===== src/rtl/sram_ctrl_pkg.sv =====
// Shared types and constants for the SRAM access controller: FSM states,
// default timing parameters, the registered output bundle and block selection.
package sram_ctrl_pkg;

  localparam int DEF_WAIT_STATES = 2;
  localparam int DEF_WAIT_W      = 4;

  typedef enum logic [1:0] {
    IDLE,
    SETUP,
    ACCESS,
    ACK
  } state_e;

  typedef struct packed {
    logic [3:0] ce_l;
    logic       oe_l;
    logic       we_l;
    logic       ub_l;
    logic       lb_l;
    logic       dtack_l;
  } sram_out_t;

  localparam sram_out_t OUT_INACTIVE = '1;

  // Lowest-index block wins when the decoder presents more than one select.
  function automatic logic [3:0] sel_ce_l(input logic [3:0] blk);
    logic [3:0] ce_l;
    ce_l = '1;
    if (blk[0])      ce_l[0] = 1'b0;
    else if (blk[1]) ce_l[1] = 1'b0;
    else if (blk[2]) ce_l[2] = 1'b0;
    else if (blk[3]) ce_l[3] = 1'b0;
    return ce_l;
  endfunction

endpackage


===== src/rtl/sram_wait_counter.sv =====
// Wait-state down-counter: load a value, decrement towards zero, flag zero.
module sram_wait_counter #(
  parameter int WAIT_W = 4
) (
  input  logic              Clock,
  input  logic              Reset_L,
  input  logic              load_i,
  input  logic              dec_i,
  input  logic [WAIT_W-1:0] load_val_i,
  output logic              zero_o
);

  logic [WAIT_W-1:0] cnt_q;

  // NOTE: sequential state is always written with <= so every flop samples
  // the pre-edge value of its neighbours, regardless of statement order.
  always_ff @(posedge Clock or negedge Reset_L) begin
    if (!Reset_L) begin
      cnt_q <= '0;
    end else if (load_i) begin
      cnt_q <= load_val_i;
    end else if (dec_i && (cnt_q != '0)) begin
      cnt_q <= cnt_q - 1'b1;
    end
  end

  assign zero_o = (cnt_q == '0);

endmodule


===== src/rtl/sram_access_controller.sv =====
// 68000-to-SRAM access sequencer: chip enable / strobe generation for four
// 64 KB blocks with programmable wait states and registered DTACK.
module sram_access_controller
  import sram_ctrl_pkg::*;
#(
  parameter int WAIT_STATES = DEF_WAIT_STATES,
  parameter int WAIT_W      = DEF_WAIT_W
) (
  input  logic       Clock,
  input  logic       Reset_L,
  input  logic       AS_L,
  input  logic       UDS_L,
  input  logic       LDS_L,
  input  logic       RW,
  input  logic [3:0] Block_H,
  output logic [3:0] SRamCE_L,
  output logic       SRamOE_L,
  output logic       SRamWE_L,
  output logic       SRamUB_L,
  output logic       SRamLB_L,
  output logic       Dtack_L
);

  state_e    state_q;
  sram_out_t out_q;
  logic      rw_q;
  logic      arm_q;
  logic      start;
  logic      cnt_zero;

  // A new cycle needs IDLE to have seen AS_L high, so an address strobe held
  // low straight out of ACK can never be acknowledged twice.
  assign start = arm_q && !AS_L && (Block_H != 4'b0000) && (!UDS_L || !LDS_L);

  sram_wait_counter #(
    .WAIT_W (WAIT_W)
  ) u_wait_counter (
    .Clock      (Clock),
    .Reset_L    (Reset_L),
    .load_i     (state_q == SETUP),
    .dec_i      (state_q == ACCESS),
    .load_val_i (WAIT_W'(WAIT_STATES)),
    .zero_o     (cnt_zero)
  );

  always_ff @(posedge Clock or negedge Reset_L) begin
    if (!Reset_L) begin
      state_q <= IDLE;
      out_q   <= OUT_INACTIVE;
      rw_q    <= 1'b1;
      arm_q   <= 1'b0;
    end else begin
      case (state_q)
        IDLE: begin
          if (AS_L) begin
            arm_q <= 1'b1;
          end else if (start) begin
            state_q    <= SETUP;
            arm_q      <= 1'b0;
            rw_q       <= RW;
            out_q.ce_l <= sel_ce_l(Block_H);
            out_q.ub_l <= UDS_L;
            out_q.lb_l <= LDS_L;
            out_q.oe_l <= !RW;
          end
        end
        SETUP: begin
          if (AS_L) begin
            state_q <= IDLE;
            out_q   <= OUT_INACTIVE;
          end else begin
            state_q    <= ACCESS;
            out_q.we_l <= rw_q;
          end
        end
        ACCESS: begin
          // Abort takes precedence over completion: no DTACK once AS_L is gone.
          if (AS_L) begin
            state_q <= IDLE;
            out_q   <= OUT_INACTIVE;
          end else if (cnt_zero) begin
            state_q       <= ACK;
            out_q.we_l    <= 1'b1;
            out_q.dtack_l <= 1'b0;
          end
        end
        ACK: begin
          if (AS_L) begin
            state_q <= IDLE;
            out_q   <= OUT_INACTIVE;
          end
        end
        default: begin
          state_q <= IDLE;
          out_q   <= OUT_INACTIVE;
        end
      endcase
    end
  end

  assign SRamCE_L = out_q.ce_l;
  assign SRamOE_L = out_q.oe_l;
  assign SRamWE_L = out_q.we_l;
  assign SRamUB_L = out_q.ub_l;
  assign SRamLB_L = out_q.lb_l;
  assign Dtack_L  = out_q.dtack_l;

endmodule


===== config.mk =====
export PLATFORM = sky130hd
export DESIGN_NAME = sram_access_controller
export DESIGN_NICKNAME = d
export VERILOG_FILES = /design/src/rtl/sram_ctrl_pkg.sv /design/src/rtl/sram_wait_counter.sv /design/src/rtl/sram_access_controller.sv
export SDC_FILE = /design/constraint.sdc
export NUM_CORES = 1
export LEC_CHECK = 0
export CAP_MARGIN = 30
export CORE_MARGIN = 1
export CORE_UTILIZATION = 45
export CTS_CLUSTER_SIZE = 28
export DETAILED_ROUTE_END_ITERATION = 16
export PLACE_DENSITY = 0.8
export SETUP_SLACK_MARGIN = 0.1
export SLEW_MARGIN = 15
export SYNTH_ARGS = -nofsm -noshare
export SYNTH_HDL_FRONTEND = slang
export SYNTH_SLANG_ARGS = --single-unit

===== constraint.sdc =====
create_clock -name Clock -period 1.8 [get_ports Clock]
set_clock_uncertainty 0.15 [all_clocks]
set_input_delay 0.54 -clock Clock [delete_from_list [all_inputs] [get_ports Clock]]
set_output_delay 0.54 -clock Clock [all_outputs]
set_load 0.02 [all_outputs]

# After elaboration in Yosys (flattened, before gate mapping)
# Cells that the tools add are included.
# op_classes
n_bitwise	1
n_mux	35
add_sub_neg	1
eq_ne	10
n_reduce_logical	24
# ops
operator	n
$mux 2	10
$pmux 2 s4	2
$mux 5	3
$pmux 5 s3	1
$mux 1	12
$reduce_and 4->1	3
$ne 2x2->1 const B	5
$mux 9	1
$mux 4	2
$reduce_bool 4->1	2
$mux 3	2
$pmux 1 s3	2
$reduce_and 3->1	2
$reduce_and 5->1	1
$eq 2x2->1 const B	2
$logic_and 1x1->1	4
$logic_not 1->1	4
$logic_not 4->1	1
$reduce_bool 2->1	2
$sub 4x1->4 const B	1
$ne 3x3->1 const B	1
$reduce_bool 3->1	1
$eq 2x1->1 const B	1
$logic_not 2->1	1
5 further kinds	5
# word_totals
input_bits	10
reg_bits	17

# Logic depth before layout (Yosys ltp)
# Gate-level depths: netlist of run 1.
# depth
depth_word	7
mapped_depth	7
depth_no_buf	6

# Cells and area by module
# A second synthesis of run 1 with hierarchy kept.
# hier_totals
cells_unflattened	97
area_unflattened_um2	1077.3
# by_module_without_submodules
module	area_per_inst_um2	instances	cells_each
sram_access_controller	807.0	1	70
sram_wait_counter	270.3	1	27

# Least setup slack after synthesis of run 1
# OpenSTA, ideal clock, no wires.
# synth_path
kind	input-to-reg
start	input port LDS_L
end	register out_q, in the netlist SRamLB_L
setup_time_ns	0.082
path_slack_ns	-0.002
n_path_buf	0
cell_stages	4
required_time_ns	1.568
arrival_ns	1.570
cell_sequence	and2_4 o41ai_4 o21a_1 mux2_2
# synth_via
elab_chain_len	5
elab_cells_between_ends	8
# synth_lines
item	line_no	rtl
start: declaration	sram_access_controller.sv:13	input logic LDS_L,
$logic_not 1->1	sram_access_controller.sv:33	assign start = arm_q && !AS_L && (Block_H != 4'b0000) && (!UDS_L || !LDS_L);
$logic_or 1x1->1	sram_access_controller.sv:33	
$logic_and 1x1->1	sram_access_controller.sv:33	
$ne 2x2->1 (no source line)	n/a	
$reduce_and 5->1 (no source line)	n/a	
end: declaration	sram_access_controller.sv:25	sram_out_t out_q;
# Several ways; a longest one is shown, not always the timed one. The select of a mux whose other input is x is not followed.
# A chain may end at the register's enable or synchronous reset.

# Final worst setup path of run 1
# layout_path
start	register u_wait_counter.cnt_q[1]
end	register state_q[1]
# layout_via
elab_chain_len	3
# layout_lines
item	line_no	rtl
start: declaration	sram_wait_counter.sv:13	logic [WAIT_W-1:0] cnt_q;
start signal: assignment	sram_wait_counter.sv:21	cnt_q <= load_val_i;
start signal: assignment	sram_wait_counter.sv:23	cnt_q <= cnt_q - 1'b1;
$logic_not 4->1	sram_wait_counter.sv:27	assign zero_o = (cnt_q == '0);
$ne 3x3->1 (no source line)	n/a	
$reduce_and 4->1 (no source line)	n/a	
end signal: assignment	sram_access_controller.sv:48	state_q <= IDLE;
end signal: assignment	sram_access_controller.sv:58	state_q <= SETUP;
end signal: assignment	sram_access_controller.sv:69	state_q <= IDLE;
end: declaration	sram_access_controller.sv:24	state_e state_q;
# No other way between the ends.

==> flow_summary.toml, run 1 <==
[status]
status = "completed"

[critical_path]
cp_max_fo = 5
end_kind = "register"
start_kind = "register"
required_ns = 1.85
worstPathArrival_ns = 1.80
crit_type = "register to register"

[power_and_ir_drop]
ir_drop_uv = 1036
swShare = 0.4130
internal-power_mw = 1.382
p_comb_frac = 0.636
clkPwrFrac = 0.086
seqPwrFrac = 0.278
cellLeakagePower_nw = 0.6333
power_density_mw_per_mm2 = 1667
p_switching_mw = 0.9724
p_total_mw = 2.355

[sta]
min_period_ns = 1.755
setup_slack_ns = 0.04486
finalMaxSlewViolations = 0
tightest_slew_ns = 0.3842
slew_headroom = 0.7415
post-route-period-util = 0.9751
rsz0062_at_grt = "true"
hold_viol = 0
max_freq_mhz = 569.8
finalSetupViolCount = 0
hold_slack_ns = 0.3957
tns_ns = 0

[detailed_routing]
wl_met3_um = 158
wl_met1_mm = 1.016
dr.pass1.iters = 5
met2_wirelength_mm = 1.427
vias = 854
wl_per_cell_um = 16.48
top_layer_used = "met4"
ant_nets = 0
avgViaCountPerCell = 5.371
drc = 0
drtIter0Drc = 22
routed_wirelength_mm = 2.620

[worst_hold_path]
worstHoldPathType = "input port to asynchronous set/reset pin"

[clock_network]
cts_root_buf = "clkbuf_4"
cts_tree = "done"
cts-htree-levels = 1
ctsLongestPathBuffers = 2
clkLatencyLatePin_ns = 0.30
numCtsBuffers = 3
clkSlewWorstSetupHoldPaths_ns = 0.11
holdBufCountCts = 0
clock-sinks = 17

[job]
maxCapViolations = 0

[synthesis]
yosysWarnings = 0
synth_top_area_cell = "dfstp_2"
syn-num-nets = 110
synth_seq_area_share = 0.4380
synth.distinct_cells = 33
yosys-top-cells-area = "dfstp_2 (26%), dfrtp_1 (18%), ha_1 (8.8%)"
synth-edff-count = 0
synth_area_um2 = 999.7
synth_common_cells = "nor2_1 (14), dfstp_2 (10), dfrtp_1 (7), ha_1 (7), inv_1 (7)"
synthFlopType = "dfstp_2"
synth_top_area_frac = 0.2628
synth.most_common_cell = "nor2_1"
syn_avg_cell_area_um2 = 10.75
synth-seq-cells = 17
synthCells = 93
synth_async_sr_flop_share = 1.000

[floorplan]
start_util = 0.4944
dieWidth_um = 49.14
die_h_um = 49.14
dieArea_mm2 = 0.002414
core-area_mm2 = 0.002022
ios = 19
core.rowCount = 16

[placement]
dp_hpwl_mm = 1.604
portBuffers = 18
dp_slack_ns = -0.5100
gp_congestion = 0.7941

[global_route]
grtUsageTotal = 0.2191
antenna_found_initial = 0
overflow = 0
grt_max_degree = 18
first_global_vias = 840
grt_pass1_wl_mm = 3.939

[layout]
syn_to_final_growth_pct = 41.30
diodes = 0
final_net_count = 150
drive_above_1_share = 0.5758
==> cells by family after synthesis <==
logic type | count (synthesis) | share of synthesized area
simple gates | 35 | 0.1865
flops | 17 | 0.4380
compound gates | 12 | 0.1114
buf+inv | 11 | 0.04130
mux | 8 | 0.1089
fa+ha+maj | 7 | 0.08761
xor+xnor | 3 | 0.02629
==> area by class of cell <==
type,instances,area (um^2)
inverter,7,26.28
sequential,17,437.9
fill,146,609.3
clock buffer,3,22.52
multi-input combinational,65,593.1
timing repair buffer,39,294.0
clock inverter,1,5.005
tap,27,33.78
==> metrics by stage <==
step	cells	cell area, um^2	utilization
2_1_floorplan	93	1003	-
3_3_place_gp	146	1292	0.6392
5_1_grt	159	1413	0.6986
4_1_cts	156	1338	0.6615
6_report	159	1413	0.6986
3_5_place_dp	146	1292	0.6392
==> critical path: stages (launching register included) <==
cell	delay, ns
dfrtp_1	0.41
inv_2	0.06
ha_1	0.12
or3b_4	0.42
a21oi_4	0.20
o21ai_4	0.09
a32o_1	0.20
==> worst paths after layout <==
path | start | slack, ns | to | cells after the start
max in group asynchronous | Reset_L | 0.82 | SRamCE_L[1] | 2
setup / recovery | u_wait_counter.cnt_q[1] | 0.04 | state_q[1] | 6
hold reg to reg | rw_q | 0.40 | SRamWE_L | 2
min in group Clock | rw_q | 0.40 | SRamWE_L | 2
hold / removal | Reset_L | 0.40 | u_wait_counter.cnt_q[1] | 2
setup reg to reg | u_wait_counter.cnt_q[1] | 0.04 | state_q[1] | 6
==> routing by layer <==
layer	vias to the layer above	track usage
met2	32	0.3881
met1	420	0.2635
met5	-	0
li1	398	-
met4	0	0.04412
met3	4	0.05919
==> what timing repair did <==
item	4_1_cts	5_1_grt
pin swaps	8	3
resized for setup	69	16
endpoints found under the setup margin	23	20
hold endpoints to repair	0	0
buffers inserted	6	3
==> power by group through the flow <==
| stage | Combinational, mW | Clock [mW] | Sequential (mW) |
|---|---|---|---|
| 2_1_floorplan | 0.690 | 0 | 0.706 |
| 3_3_place_gp | 1.12 | 0 | 0.639 |
| 3_5_place_dp | 1.16 | 0 | 0.646 |
| 4_1_cts | 1.28 | 0.209 | 0.644 |
| 5_1_grt | 1.59 | 0.223 | 0.669 |
| 6_report | 1.50 | 0.202 | 0.655 |
==> placed cells by master, fill, tap and decap left out, drive strengths merged, types with 2 or more instances in the layout <==
master,instances
buf,34
nor2,14
dfstp,10
mux2,8
dfrtp,7
inv,7
ha,7
nand2,6
nor3,4
clkbuf,4
nand3,3
xor2,2
o21ai,2
nand2b,2
clkdlybuf4s50,2
nor4,2
No activity file was read; power rests on OpenSTA's default activity.
==> run 2: changes to the inputs <==
Settings changed: CORE_ASPECT_RATIO set to 0.6.
Clock period 1.8 ns to 1.55 ns, I/O delays scaled along.
==> flow_summary.toml, run 2 (same netlist as run 1, synthesis figures left out) <==
[sta]
rsz0062_at_grt = "true"
min_period_ns = 1.887
finalSetupViolCount = 20
post-route-period-util = 1.218
finalMaxSlewViolations = 0
hold_viol = 0
hold_slack_ns = 0.3774
tightest_slew_ns = 0.4068
max_freq_mhz = 529.9
setup_slack_ns = -0.3372
slew_headroom = 0.7268
tns_ns = -2.875

[layout]
syn_to_final_growth_pct = 62.20
final_net_count = 160
finish.instance_area_mm2 = 0.001622
final_common_cell = "buf_4"
drive_above_1_share = 0.6831
stdcell_count = 170
diodes = 0
fin_util = 0.8244
layout_common_cells = "buf_4 (26), buf_6 (14), dfstp_2 (10), nor2_1 (10), mux2_4 (8)"

[job]
maxCapViolations = 0

[detailed_routing]
vias = 943
wl_per_cell_um = 19.55
ant_nets = 0
drtIter0Drc = 52
routed_wirelength_mm = 3.324
dr.pass1.iters = 4
avgViaCountPerCell = 5.547
drc = 0

[global_route]
first_global_vias = 807
antenna_found_initial = 0
grtUsageTotal = 0.2570
overflow = 0
grt_pass1_wl_mm = 4.271
grt_max_degree = 18

[floorplan]
die_h_um = 38.51
dieArea_mm2 = 0.002420
ios = 19
dieWidth_um = 62.85
start_util = 0.5083
core-area_mm2 = 0.001967
core.rowCount = 12

[clock_network]
ctsLongestPathBuffers = 2
cts_tree = "done"
clkSlewWorstSetupHoldPaths_ns = 0.07
cts_root_buf = "clkbuf_8"
numCtsBuffers = 3
clock-sinks = 17
clkLatencyLatePin_ns = 0.27
cts-htree-levels = 1

[placement]
dp_slack_ns = -0.6590
place_inst = 157
gp_congestion = 0.7787
portBuffers = 18
dpl_cell_area_mm2 = 0.001399
dp_hpwl_mm = 1.816

[status]
status = "finished with violations"
violations = "negative setup slack"

[critical_path]
start_kind = "register"
worstPathArrival_ns = 1.89
crit_type = "register to register"
end_kind = "register"
cp_max_fo = 4
required_ns = 1.55

[power_and_ir_drop]
cellLeakagePower_nw = 0.7295
ir_drop_uv = 1259
power_density_mw_per_mm2 = 2000
p_total_mw = 3.244

[worst_hold_path]
worstHoldPathType = "input port to asynchronous set/reset pin"
-- run 2: per-layer routing --
| layer | GRT usage | vias up | wire length [um] |
|---|---|---|---|
| met5 | 0 | - | 0 |
| met4 | 0.05233 | 0 | 63 |
| met3 | 0.08036 | 8 | 234 |
| met2 | 0.4212 | 40 | 1511 |
| met1 | 0.3389 | 474 | 1514 |
| li1 | - | 421 | - |
-- run 2: what timing repair did --
action,in CTS,in global routing
cloned,0,0
gates resized for setup,95,15
buffers inserted,3,6
hold buffers,0,0
pin swaps,9,7
hold endpoints to repair,0,0
setup endpoints to repair,26,26
-- run 2: final timing paths --
check	start	end	slack, ns	cells past startpoint
setup reg to reg	u_wait_counter.cnt_q[1]	u_wait_counter.cnt_q[2]	-0.34	7
hold / removal	Reset_L	state_q[1]	0.38	2
setup / recovery	u_wait_counter.cnt_q[1]	u_wait_counter.cnt_q[2]	-0.34	7
hold reg to reg	rw_q	SRamWE_L	0.38	2
min in group Clock	rw_q	SRamWE_L	0.38	2
max in group asynchronous	Reset_L	Dtack_L	0.66	2
-- run 2: critical path, stage by stage (launching register included) --
cell,delay [ns]
dfrtp_1,0.40
inv_2,0.10
ha_4,0.12
or3b_4,0.44
buf_4,0.17
nand3_1,0.10
xor2_1,0.19
nor2_1,0.09
-- run 2: layout make-up --
type                    instances  area [um^2]
multi-input cells              65        648.1
clock buffers                   3        41.29
fillers                        98        345.3
inverters                       7        26.28
repair buffers                 49        427.9
well taps                      28        35.03
clock inverters                 1        5.005
flip-flops and latches         17        437.9
-- run 2: power breakdown --
part           total, mW  internal [mW]  switching, mW
Sequential         0.775          0.651          0.124
Combinational       2.11           1.08           1.03
Clock              0.358          0.180          0.179
